$ cat src/rtl/sram_req_arbiter.sv
// Arbitrates the instruction-fetch and data-access SRAM-like requesters onto one
// downstream port, tracking outstanding owners in order to route responses back.
module sram_req_arbiter #(
  parameter int DEPTH = 4,
  parameter bit RR    = 1'b1
) (
  input  logic                     clk,
  input  logic                     reset,
  input  logic                     inst_req,
  input  logic                     inst_wr,
  input  logic [1:0]               inst_size,
  input  logic [31:0]              inst_addr,
  input  logic [31:0]              inst_wdata,
  output logic [31:0]              inst_rdata,
  output logic                     inst_addr_ok,
  output logic                     inst_data_ok,
  input  logic                     data_req,
  input  logic                     data_wr,
  input  logic [1:0]               data_size,
  input  logic [31:0]              data_addr,
  input  logic [31:0]              data_wdata,
  output logic [31:0]              data_rdata,
  output logic                     data_addr_ok,
  output logic                     data_data_ok,
  output logic                     s_req,
  output logic                     s_wr,
  output logic [1:0]               s_size,
  output logic [31:0]              s_addr,
  output logic [31:0]              s_wdata,
  input  logic [31:0]              s_rdata,
  input  logic                     s_addr_ok,
  input  logic                     s_data_ok,
  output logic [$clog2(DEPTH):0]   outstanding,
  output logic                     err_spurious
);

  localparam int PW = $clog2(DEPTH);
  localparam logic [PW:0] FULL_CNT = (PW+1)'(DEPTH);

  logic             lock;
  logic             locked_owner;
  logic             last_grant;
  logic [DEPTH-1:0] owner_fifo;
  logic [PW-1:0]    head;
  logic [PW-1:0]    tail;
  logic [PW:0]      count;

  logic gnt_data;
  logic gnt_req;
  logic full;
  logic empty;
  logic acc;
  logic pop;
  logic head_owner;

  // Owner encoding throughout: 0 = inst, 1 = data.
  always_comb begin
    if (lock)
      gnt_data = locked_owner;
    else if (RR && inst_req && data_req)
      gnt_data = ~last_grant;
    else
      gnt_data = data_req;
  end

  assign gnt_req = gnt_data ? data_req : inst_req;
  assign full    = (count == FULL_CNT);
  assign empty   = (count == '0);

  assign s_req   = gnt_req & ~full;
  assign s_wr    = gnt_req & (gnt_data ? data_wr : inst_wr);
  assign s_size  = gnt_req ? (gnt_data ? data_size  : inst_size)  : 2'b0;
  assign s_addr  = gnt_req ? (gnt_data ? data_addr  : inst_addr)  : 32'h0;
  assign s_wdata = gnt_req ? (gnt_data ? data_wdata : inst_wdata) : 32'h0;

  assign acc          = s_req & s_addr_ok;
  assign inst_addr_ok = acc & ~gnt_data;
  assign data_addr_ok = acc & gnt_data;

  // Responses come back strictly in acceptance order, so the FIFO head names the owner.
  assign pop          = s_data_ok & ~empty;
  assign head_owner   = owner_fifo[head];
  assign inst_data_ok = pop & ~head_owner;
  assign data_data_ok = pop & head_owner;
  assign inst_rdata   = inst_data_ok ? s_rdata : 32'h0;
  assign data_rdata   = data_data_ok ? s_rdata : 32'h0;

  assign outstanding  = count;

  always_ff @(posedge clk or posedge reset) begin
    if (reset) begin
      lock         <= 1'b0;
      locked_owner <= 1'b0;
      last_grant   <= 1'b0;
      head         <= '0;
      tail         <= '0;
      count        <= '0;
      err_spurious <= 1'b0;
    end else begin
      // A withdrawn request drops s_req, which also releases the lock here.
      lock <= s_req & ~s_addr_ok;
      if (s_req && !s_addr_ok)
        locked_owner <= gnt_data;
      if (acc) begin
        last_grant <= gnt_data;
        tail       <= tail + 1'b1;
      end
      if (pop)
        head <= head + 1'b1;
      case ({acc, pop})
        2'b10:   count <= count + 1'b1;
        2'b01:   count <= count - 1'b1;
        default: count <= count;
      endcase
      if (s_data_ok && empty)
        err_spurious <= 1'b1;
    end
  end

  always_ff @(posedge clk) begin
    if (acc)
      owner_fifo[tail] <= gnt_data;
  end

endmodule
$ cat config.mk
export PLATFORM = sky130hd
export DESIGN_NAME = sram_req_arbiter
export DESIGN_NICKNAME = d
export VERILOG_FILES = /design/src/rtl/sram_req_arbiter.sv
export SDC_FILE = /design/constraint.sdc
export NUM_CORES = 1
export LEC_CHECK = 0
export ABC_AREA = 1
export BUFFER_PORTS_ARGS = -buffer_cell sky130_fd_sc_hd__buf_4
export CORE_AREA = 2 2 121 123
export CTS_CLUSTER_SIZE = 12
export DETAILED_ROUTE_END_ITERATION = 6
export DIE_AREA = 0 0 123 125
export PLACE_DENSITY = 0.56
export SLEW_MARGIN = 40
export SYNTH_ARGS = -nofsm -noshare
export SYNTH_HDL_FRONTEND = slang
export SYNTH_SLANG_ARGS = --single-unit
$ cat constraint.sdc
create_clock -name clk -period 3.5 [get_ports clk]
set_input_delay 0.175 -clock clk [delete_from_list [all_inputs] [get_ports clk]]
set_output_delay 0.175 -clock clk [all_outputs]
set_load 0.02 [all_outputs]
==> results.sh, run 1 <==
export IMPL_ys_warn_count=0
export IMPL_htreeDepth=1
export IMPL_async_flop_share_pct=73.3
export IMPL_min_path_cells=2
export IMPL_dr_total_vias=4181
export IMPL_maxSlewViolCount=0
export IMPL_synth_edf_count=4
export IMPL_core_area_um2=14200
export IMPL_crit_path_cell_trace="nand2_2 -> buf_4 -> nand3_1 -> nand2_2 -> buf_12 -> nand2_1 -> inv_1 -> buf_4"
export IMPL_vdd_drop_max_uv=221
export IMPL_routed_wl_um=12100
export IMPL_path_class="reg2out"
export IMPL_cts_resized=0
export IMPL_critPathTopFamily="buffers and inverters"
export IMPL_wl_per_cell_um=11.7
export IMPL_worstPathRequired_ns=3.32
export IMPL_critPathArrivalTime_ns=2.57
export IMPL_grt_ovfl_total=0
export IMPL_cts_sinks=15
export IMPL_final_hold_viol_count=0
export IMPL_cts_tree="yes"
export IMPL_finalClockSkew_ns=0.00162
export IMPL_cp_max_fo=65
export IMPL_synthDistinctLibCells=23
export IMPL_ys_flop_type="dfrtp_1"
export IMPL_gp_congestion=0.839
export IMPL_pre_cts_ws_ns=0.960
export IMPL_r2r_start="lock$_DFF_PP0_"
export IMPL_max_freq_ghz=0.364
export IMPL_startpoint_type="flip-flop"
export IMPL_numCtsBuffers=3
export IMPL_hold_end="err_spurious$_DFFE_PP0P_"
export IMPL_area_delta_synth_final_pct=93.2
export IMPL_final_area_um2=5250
export IMPL_rsz0062_at_grt="false"
export IMPL_syn_nets=738
export IMPL_antenna_found_initial=0
export IMPL_critPathBufInv=4
export IMPL_dr_pass1_iters=6
export IMPL_start_util_pct=19.1
export IMPL_power_density_nw_per_um2=590
export IMPL_grt_pass1_wl_um=18400
export IMPL_dieArea_um2=15400
export IMPL_cap_violations=0
export IMPL_n_antenna_cell=0
export IMPL_worst_pin_slew_ns=0.576
export IMPL_ios=312
export IMPL_post_cts_setup_buffers=0
export IMPL_path_clk_slew_ns=0.05
export IMPL_drive_above_1_share_pct=38.8
export IMPL_reg2reg_depth=8
export IMPL_endpoint_kind="output pin"
export IMPL_worstReg2RegEnd="outstanding[1]$_DFFE_PP0P_"
export IMPL_slowest_delay_ns=0.48
export IMPL_syn_area_um2=2720
export IMPL_layout_setup_ws_ns=0.755
export IMPL_clock_path_buffers=2
export IMPL_hold_path_class="in2reg"
export IMPL_clockRootBuffer="clkbuf_16"
export IMPL_drt_vias_per_instance=4.05
export IMPL_ys_ff_latch=15
export IMPL_power_mw=3.09
export IMPL_ant_nets=0
export IMPL_leakagePower_nw=3.64
export IMPL_relSlewSlack_pct=61.5
export IMPL_die_h_um=125
export IMPL_hp_start="s_data_ok"
export IMPL_finalCritPeriodShare_pct=78.4
export IMPL_period_needed_ns=2.74
export IMPL_mostFrequentLayoutCells="buf_4 (317), nand2_1 (222), inv_1 (120), nor2_1 (73), nand3_1 (71)"
export IMPL_status="finished, final reports clean"
export IMPL_grt_total_usage_pct=14.5
export IMPL_port_buffers=311
export IMPL_clkLatencyLatePin_ns=0.24
export IMPL_die_w_um=123
export IMPL_dp_hpwl_um=9790
export IMPL_worst_hold_slack_ns=0.182
export IMPL_grt_max_degree=66
export IMPL_place_area_um2=5150
export IMPL_reg2reg_slack_ns=1.00
export IMPL_drt_iter0_markers=96
export IMPL_finalSetupTns_ns=0
export IMPL_drc_errors=0
export IMPL_first_global_vias=3788
export IMPL_layout_commonest_cell="buf_4"
export IMPL_syn_inst=560
export IMPL_fp_row_count=44
export IMPL_syn_avg_cell_area_um2=4.85
export IMPL_fin_nets=1028
export IMPL_setup_violations=0
export IMPL_slowest_stage="buf_4"
export IMPL_ys_seq_area_share_pct=14.6
[how the worst max path moves through the flow]
stage                                       endpoint  slack [ns]                  startpoint  depth (start not counted)
final                                      s_addr[9]        0.76              lock$_DFF_PP0_                          8
after global routing                       s_addr[9]        0.50              lock$_DFF_PP0_                          8
after CTS                                  s_addr[9]        0.74              lock$_DFF_PP0_                          8
after detailed placement  outstanding[1]$_DFFE_PP0P_        0.96              lock$_DFF_PP0_                          8
after global placement                     s_addr[9]        1.01              lock$_DFF_PP0_                          8
after floorplan           outstanding[2]$_DFFE_PP0P_        1.41  outstanding[0]$_DFFE_PP0P_                          9
[layer usage]
layer,wire length (µm),global-route usage [%],up-vias
met5,0,0,-
met4,150,2.34,0
met3,1150,2.51,10
met2,6200,28.1,198
met1,4590,16.5,1767
li1,-,-,2206
[cell type report]
type / instances / area [µm²]
fill: 1636 / 8960
timing repair buffer: 319 / 2410
multi-input combinational: 391 / 1680
inverter: 120 / 450
sequential: 15 / 395
tap: 184 / 230
clock buffer: 3 / 75.1
clock inverter: 1 / 5.00
[state kept, by name, indices dropped and copies added, names as in the netlist]
name	count
owner_fifo	4
outstanding	3
head	2
tail	2
err_spurious	1
last_grant	1
lock	1
locked_owner	1
[through the flow]
step | util (%) | std cells
2_1_floorplan | - | 560
3_3_place_gp | 36.3 | 1028
3_5_place_dp | 36.3 | 1028
4_1_cts | 36.9 | 1033
5_1_grt | 36.9 | 1033
6_report | 36.9 | 1033
[logic make-up (layout without fill, tap and decap cells)]
group           count (synthesis)  count (layout)  share of synthesized area (%)
xor+xnor                        3               3                          0.968
flops                          15              15                           14.6
compound gates                  5               5                           1.06
simple gates                  377             377                           56.8
buf+inv                       154             443                           23.6
fa+ha+maj                       6               6                           3.04
[power by group]
part           total, mW  internal, mW  switching, mW
Combinational       2.57          1.00           1.57
Sequential         0.303         0.252         0.0518
Clock              0.223         0.153         0.0701
Total               3.09          1.41           1.69
[repair_timing]
action                                  4_1_cts  5_1_grt
endpoints found under the setup margin        0        0
hold buffers                                  1        0
hold endpoints to repair                     11        0
[cells in the mapped netlist (2+ instances only)]
library cell | number | area share (%)
clkbuf_1 | 4 | 0.55
buf_1 | 3 | 0.41
nand2_1 | 222 | 31
nor2_1 | 73 | 10
xor2_1 | 2 | 0.65
nand2_2 | 3 | 0.69
buf_2 | 17 | 3.1
buf_4 | 9 | 2.5
nand4_1 | 5 | 1.2
inv_1 | 120 | 17
a21oi_1 | 2 | 0.37
edfxtp_1 | 4 | 4.4
ha_1 | 5 | 2.3
dfrtp_1 | 11 | 10
nand3_1 | 71 | 13
o21ai_0 | 2 | 0.37
(Power assumes the default switching activity.)
==> run 2: changes to the inputs <==
--- a/config.mk
+++ b/config.mk
@@ -11,7 +11,7 @@
 export CTS_CLUSTER_SIZE = 12
 export DETAILED_ROUTE_END_ITERATION = 6
 export DIE_AREA = 0 0 123 125
-export PLACE_DENSITY = 0.56
+export PLACE_DENSITY = 0.58
 export SLEW_MARGIN = 40
 export SYNTH_ARGS = -nofsm -noshare
 export SYNTH_HDL_FRONTEND = slang
==> constraint.sdc (replaced) <==
create_clock -name clk -period 2.2 [get_ports clk]
set_input_delay 0.11 -clock clk [delete_from_list [all_inputs] [get_ports clk]]
set_output_delay 0.11 -clock clk [all_outputs]
set_load 0.02 [all_outputs]
==> results.sh, run 2 (same netlist as run 1, synthesis figures left out) <==
export IMPL_path_class="reg2out"
export IMPL_routed_wl_met2_um=6630
export IMPL_antenna_found_initial=0
export IMPL_swShare_pct=54.2
export IMPL_clkLatencyLatePin_ns=0.24
export IMPL_grt_max_degree=73
export IMPL_die_h_um=125
export IMPL_dr_total_vias=4264
export IMPL_hold_path_class="in2reg"
export IMPL_post_cts_setup_buffers=0
export IMPL_combPwrFrac_pct=83.3
export IMPL_critPathArrivalTime_ns=1.88
export IMPL_finalCritPeriodShare_pct=90.6
export IMPL_final_hold_viol_count=0
export IMPL_r2r_start="lock$_DFF_PP0_"
export IMPL_wl_per_cell_um=12.2
export IMPL_fillers=1611
export IMPL_startpoint_type="flip-flop"
export IMPL_grt_ovfl_total=0
export IMPL_start_util_pct=19.1
export IMPL_cts_tree="yes"
export IMPL_core_area_um2=14200
export IMPL_dr_pass1_iters=6
export IMPL_maxSlewViolCount=0
export IMPL_layout_setup_ws_ns=0.207
export IMPL_rsz0062_at_grt="false"
export IMPL_gp_congestion=0.864
export IMPL_min_path_cells=2
export IMPL_seq_area_um2=395
export IMPL_wl_met1_um=4560
export IMPL_first_global_vias=3813
export IMPL_pre_cts_ws_ns=0.237
export IMPL_largest_reg_flops=4
export IMPL_reg2reg_slack_ns=0.24
export IMPL_drt_iter0_markers=176
export IMPL_power_density_nw_per_um2=949
export IMPL_status="finished, final reports clean"
export IMPL_finalSetupTns_ns=0
export IMPL_routed_wl_um=12600
export IMPL_grt_pass1_wl_um=18400
export IMPL_cts_sinks=15
export IMPL_dp_hpwl_um=9770
export IMPL_clkPwrFrac_pct=7.0
export IMPL_worst_pin_slew_ns=0.440
export IMPL_worstPathRequired_ns=2.09
export IMPL_multi_input_comb_area_um2=1680
export IMPL_drc_errors=0
export IMPL_clockRootBuffer="clkbuf_16"
export IMPL_top_layer_used="met4"
export IMPL_finalClockSkew_ns=0.00220
export IMPL_cp_max_fo=38
export IMPL_relSlewSlack_pct=70.7
export IMPL_endpoint_kind="output pin"
export IMPL_numCtsBuffers=3
export IMPL_largest_register="owner_fifo"
export IMPL_ant_nets=0
export IMPL_drt_vias_per_instance=4.11
export IMPL_setup_violations=0
export IMPL_cap_violations=0
export IMPL_area_delta_synth_final_pct=95.9
export IMPL_hp_start="s_data_ok"
export IMPL_period_needed_ns=1.99
export IMPL_internal_power_mw=2.31
export IMPL_n_antenna_cell=0
export IMPL_ios=312
export IMPL_port_buffers=311
export IMPL_grt_total_usage_pct=14.6
export IMPL_vdd_drop_max_uv=401
export IMPL_reg2reg_depth=9
export IMPL_max_freq_ghz=0.502
export IMPL_htreeDepth=1
export IMPL_fin_nets=1033
export IMPL_layout_commonest_cell="buf_4"
export IMPL_clock_path_buffers=2
export IMPL_startpoint="lock$_DFF_PP0_"
export IMPL_fp_row_count=44
export IMPL_leakagePower_nw=3.68
export IMPL_die_w_um=123
export IMPL_seq_power_share_pct=9.6
export IMPL_mostFrequentLayoutCells="buf_4 (319), nand2_1 (222), inv_1 (120), nor2_1 (73), nand3_1 (71)"
export IMPL_path_clk_slew_ns=0.05
export IMPL_power_switching_mw=2.74
export IMPL_drive_above_1_share_pct=39.0
export IMPL_wl_met3_um=1200
export IMPL_dieArea_um2=15400
-- run 2: final timing paths --
kind	to
min reg2reg	err_spurious$_DFFE_PP0P_
min	err_spurious$_DFFE_PP0P_
min in group asynchronous	outstanding[1]$_DFFE_PP0P_
max in group asynchronous	lock$_DFF_PP0_
max	data_addr_ok
max reg2reg	outstanding[2]$_DFFE_PP0P_
-- run 2: power by group through the flow --
stage	combinational [mW]	sequential [mW]	clock, mW
after floorplan	2.49	0.510	0
after global placement	4.20	0.489	0
after detailed placement	4.18	0.489	0
after CTS	4.20	0.486	0.364
after global routing	4.62	0.500	0.379
final	4.21	0.487	0.355
-- run 2: worst max-delay path: stages (launching register included) --
cell and delay, ns:
dfrtp_1 0.38, nand2_2 0.13, buf_8 0.25, nand3_1 0.12
nand2_2 0.14, buf_12 0.22, nand4_1 0.15, inv_1 0.09
buf_4 0.14
-- run 2: metrics by stage --
stage / util (%) / cells / area (µm²) / hold WS (ns) / total power, mW
2_1_floorplan: - / 560 / 2720 / -0.0376 / 3.00
3_3_place_gp: 36.6 / 1032 / 5200 / 0.144 / 4.69
3_5_place_dp: 36.6 / 1032 / 5200 / 0.150 / 4.67
4_1_cts: 37.2 / 1037 / 5290 / 0.123 / 5.05
5_1_grt: 37.4 / 1038 / 5320 / 0.128 / 5.49
6_report: 37.4 / 1038 / 5320 / 0.122 / 5.05
-- run 2: area by class of cell --
| type | instances | share of cell area [%] |
|---|---|---|
| Timing Repair Buffer | 324 | 46.7 |
| Sequential cell | 15 | 7.43 |
| Multi-Input combinational cell | 391 | 31.6 |
| Inverter | 120 | 8.47 |
| Clock buffer | 4 | 1.48 |
| Tap cell | 184 | 4.33 |
-- run 2: per-layer routing --
metal	GRT usage, %	vias to the layer above
met2	28.3	203
li1	-	2212
met3	2.97	20
met4	3.34	0
met5	0	-
met1	15.8	1829
-- run 2: what timing repair did --
item,in CTS,in global routing
endpoints found under the hold margin,11,0
cloned,0,1
hold buffers,1,0
endpoints found under the setup margin,1,1
gates resized for setup,1,1
==> run 3: changes to the inputs <==
--- a/config.mk
+++ b/config.mk
@@ -5,13 +5,12 @@
 export SDC_FILE = /design/constraint.sdc
 export NUM_CORES = 1
 export LEC_CHECK = 0
-export ABC_AREA = 1
 export BUFFER_PORTS_ARGS = -buffer_cell sky130_fd_sc_hd__buf_4
-export CORE_AREA = 2 2 121 123
+export CORE_AREA = 2 2 120 122
 export CTS_CLUSTER_SIZE = 12
 export DETAILED_ROUTE_END_ITERATION = 6
-export DIE_AREA = 0 0 123 125
-export PLACE_DENSITY = 0.58
+export DIE_AREA = 0 0 122 124
+export PLACE_DENSITY = 0.55
 export SLEW_MARGIN = 40
 export SYNTH_ARGS = -nofsm -noshare
 export SYNTH_HDL_FRONTEND = slang
==> results.sh, run 3 <==
export IMPL_status="finished, final reports clean"
export IMPL_ys_ff_latch=15
export IMPL_pre_cts_ws_ns=0.151
export IMPL_n_antenna_cell=0
export IMPL_first_global_vias=3043
export IMPL_synth_fa_ha_area_share_pct=3.58
export IMPL_die_h_um=124
export IMPL_grt_pass1_wl_um=15500
export IMPL_die_w_um=122
export IMPL_clkLatencyLatePin_ns=0.24
export IMPL_critPathArrivalTime_ns=2.23
export IMPL_cts_sinks=15
export IMPL_synth_xor_xnor_area_share_pct=2.28
export IMPL_synth_area_leaders="mux2i_1 (30%), nor2_1 (17%), dfrtp_1 (12%)"
export IMPL_dieArea_um2=15100
export IMPL_htreeDepth=1
export IMPL_endpoint_kind="flip-flop"
export IMPL_ys_seq_area_share_pct=17.1
export IMPL_synthMuxAreaShare_pct=32.0
export IMPL_postCtsHoldBufs=1
export IMPL_synth_compound_area_share_pct=1.63
export IMPL_worst_pin_slew_ns=0.647
export IMPL_finalSetupTns_ns=0
export IMPL_power_density_nw_per_um2=957
export IMPL_synth_edf_count=4
export IMPL_clockRootBuffer="clkbuf_16"
export IMPL_syn_nets=501
export IMPL_antenna_found_initial=0
export IMPL_worstPathRequired_ns=2.37
export IMPL_path_clk_slew_ns=0.05
export IMPL_slowest_delay_ns=0.41
export IMPL_maxSlewViolCount=0
export IMPL_fin_nets=795
export IMPL_synth_common_cells="nor2_1 (104), mux2i_1 (68), nand2_1 (34)"
export IMPL_critPathTopFamily="adder cells"
export IMPL_synth_most_common_cell="nor2_1"
export IMPL_grt_ovfl_total=0
export IMPL_crit_cells=10
export IMPL_rsz0062_at_grt="false"
export IMPL_largest_register="owner_fifo"
export IMPL_final_hold_viol_count=0
export IMPL_multi_input_comb_area_um2=1740
export IMPL_reg2reg_slack_ns=0.14
export IMPL_grt_max_degree=69
export IMPL_hold_path_class="in2reg"
export IMPL_startpoint="outstanding[0]$_DFFE_PP0P_"
export IMPL_relSlewSlack_pct=56.9
export IMPL_synth_top_family_by_area="simple AND/OR/NAND/NOR gates"
export IMPL_fp_row_count=43
export IMPL_mostFrequentLayoutCells="buf_4 (316), nor2_1 (104), mux2i_1 (68), nand2_1 (34), and3_1 (33)"
export IMPL_reg2reg_depth=10
export IMPL_vdd_drop_max_uv=362
export IMPL_path_class="reg2reg"
export IMPL_routed_wl_um=10700
export IMPL_numCtsBuffers=3
export IMPL_dr_total_vias=3269
export IMPL_dr_pass1_iters=4
export IMPL_port_buffers=311
export IMPL_drc_errors=0
export IMPL_yosysTopAreaCell="mux2i_1"
export IMPL_stdcell_count=796
export IMPL_wl_per_cell_um=13.5
export IMPL_path_common_cell="inv_1"
export IMPL_worst_hold_slack_ns=0.0576
export IMPL_cts_resized=0
export IMPL_max_freq_ghz=0.485
export IMPL_syn_inst=323
export IMPL_slowest_stage="dfrtp_1"
export IMPL_cap_violations=0
export IMPL_ant_nets=0
export IMPL_ys_warn_count=0
export IMPL_placed_cells=791
export IMPL_startpoint_type="flip-flop"
export IMPL_drive_above_1_share_pct=53.4
export IMPL_cts_tree="yes"
export IMPL_seq_area_um2=395
export IMPL_core_area_um2=13700
export IMPL_finalClockSkew_ns=0.00112
export IMPL_start_util_pct=16.8
export IMPL_synth_simple_area_share_pct=34.8
export IMPL_worstReg2RegEnd="outstanding[2]$_DFFE_PP0P_"
export IMPL_fillers=1428
export IMPL_ys_flop_type="dfrtp_1"
export IMPL_crit_path_cell_trace="inv_1 -> and3_1 -> nor3b_4 -> inv_1 -> ha_1 -> inv_1 -> fa_1 -> xor2_1 -> nor2_1 -> xor2_1"
export IMPL_drt_iter0_markers=55
export IMPL_layout_setup_ws_ns=0.140
export IMPL_syn_avg_cell_area_um2=7.14
export IMPL_crit_end="outstanding[2]$_DFFE_PP0P_"
export IMPL_synthDistinctLibCells=25
export IMPL_dp_hpwl_um=9390
export IMPL_leakagePower_nw=2.92
export IMPL_synth_top_cell_area_share_pct=29.5
export IMPL_gp_congestion=0.818
export IMPL_finalCritPeriodShare_pct=93.6
export IMPL_area_delta_synth_final_pct=112
export IMPL_async_flop_share_pct=73.3
export IMPL_layout_commonest_cell="buf_4"
export IMPL_post_cts_setup_buffers=0
export IMPL_ios=312
export IMPL_syn_area_um2=2310
export IMPL_grt_total_usage_pct=13.1
export IMPL_period_needed_ns=2.06
export IMPL_clock_path_buffers=2
export IMPL_critPathBufInv=3
export IMPL_largest_reg_flops=4
export IMPL_setup_violations=0
export IMPL_cp_max_fo=4
export IMPL_drt_vias_per_instance=4.11
export IMPL_power_mw=4.68
export IMPL_r2r_start="outstanding[0]$_DFFE_PP0P_"
## run 3: per-layer routing
layer,vias up,part of all wire (%),GRT usage [%]
met2,187,52,25.5
li1,1643,-,-
met4,0,1.2,2.87
met3,8,13,5.27
met1,1431,34,12.9
met5,-,0,0
## run 3: kinds of logic (layout without fill, tap and decap cells)
kind of cell | count (synthesis) | after routing
simple gates | 182 | 182
mux | 72 | 72
xor+xnor | 6 | 6
compound gates | 4 | 4
fa+ha+maj | 6 | 6
flops | 15 | 15
buf+inv | 38 | 331
## run 3: through the flow
stage / area (µm²) / util [%]
global placement: 4800 / 35.0
global route: 4890 / 35.6
CTS: 4890 / 35.6
finish: 4890 / 35.6
detailed placement: 4800 / 35.0
floorplan: 2310 / -
## run 3: worst min-delay path by stage
stage | startpoint | to | slack, ns | cells after the start
2_1_floorplan | reset | err_spurious$_DFFE_PP0P_ | -0.04 | 1
3_3_place_gp | reset | tail[1]$_DFFE_PP0P_ | 0.15 | 2
3_5_place_dp | reset | tail[0]$_DFFE_PP0P_ | 0.18 | 2
4_1_cts | s_addr_ok | lock$_DFF_PP0_ | 0.06 | 2
5_1_grt | s_addr_ok | lock$_DFF_PP0_ | 0.07 | 2
6_report | s_addr_ok | lock$_DFF_PP0_ | 0.06 | 2
## run 3: final cells by class
| type | count | share of cell area (%) |
|---|---|---|
| Timing Repair Buffer | 319 | 49.5 |
| Multi-Input combinational cell | 270 | 35.5 |
| Sequential cell | 15 | 8.09 |
| Tap cell | 180 | 4.61 |
| Clock buffer | 4 | 1.61 |
| Inverter | 8 | 0.614 |
## run 3: power by group
group / switching, mW / leakage [nW] / total [mW] / internal, mW
clock network: 0.110 / 0.0382 / 0.356 / 0.246
logic: 2.15 / 2.71 / 3.82 / 1.67
registers: 0.0889 / 0.166 / 0.500 / 0.411
total: 2.35 / 2.92 / 4.68 / 2.33
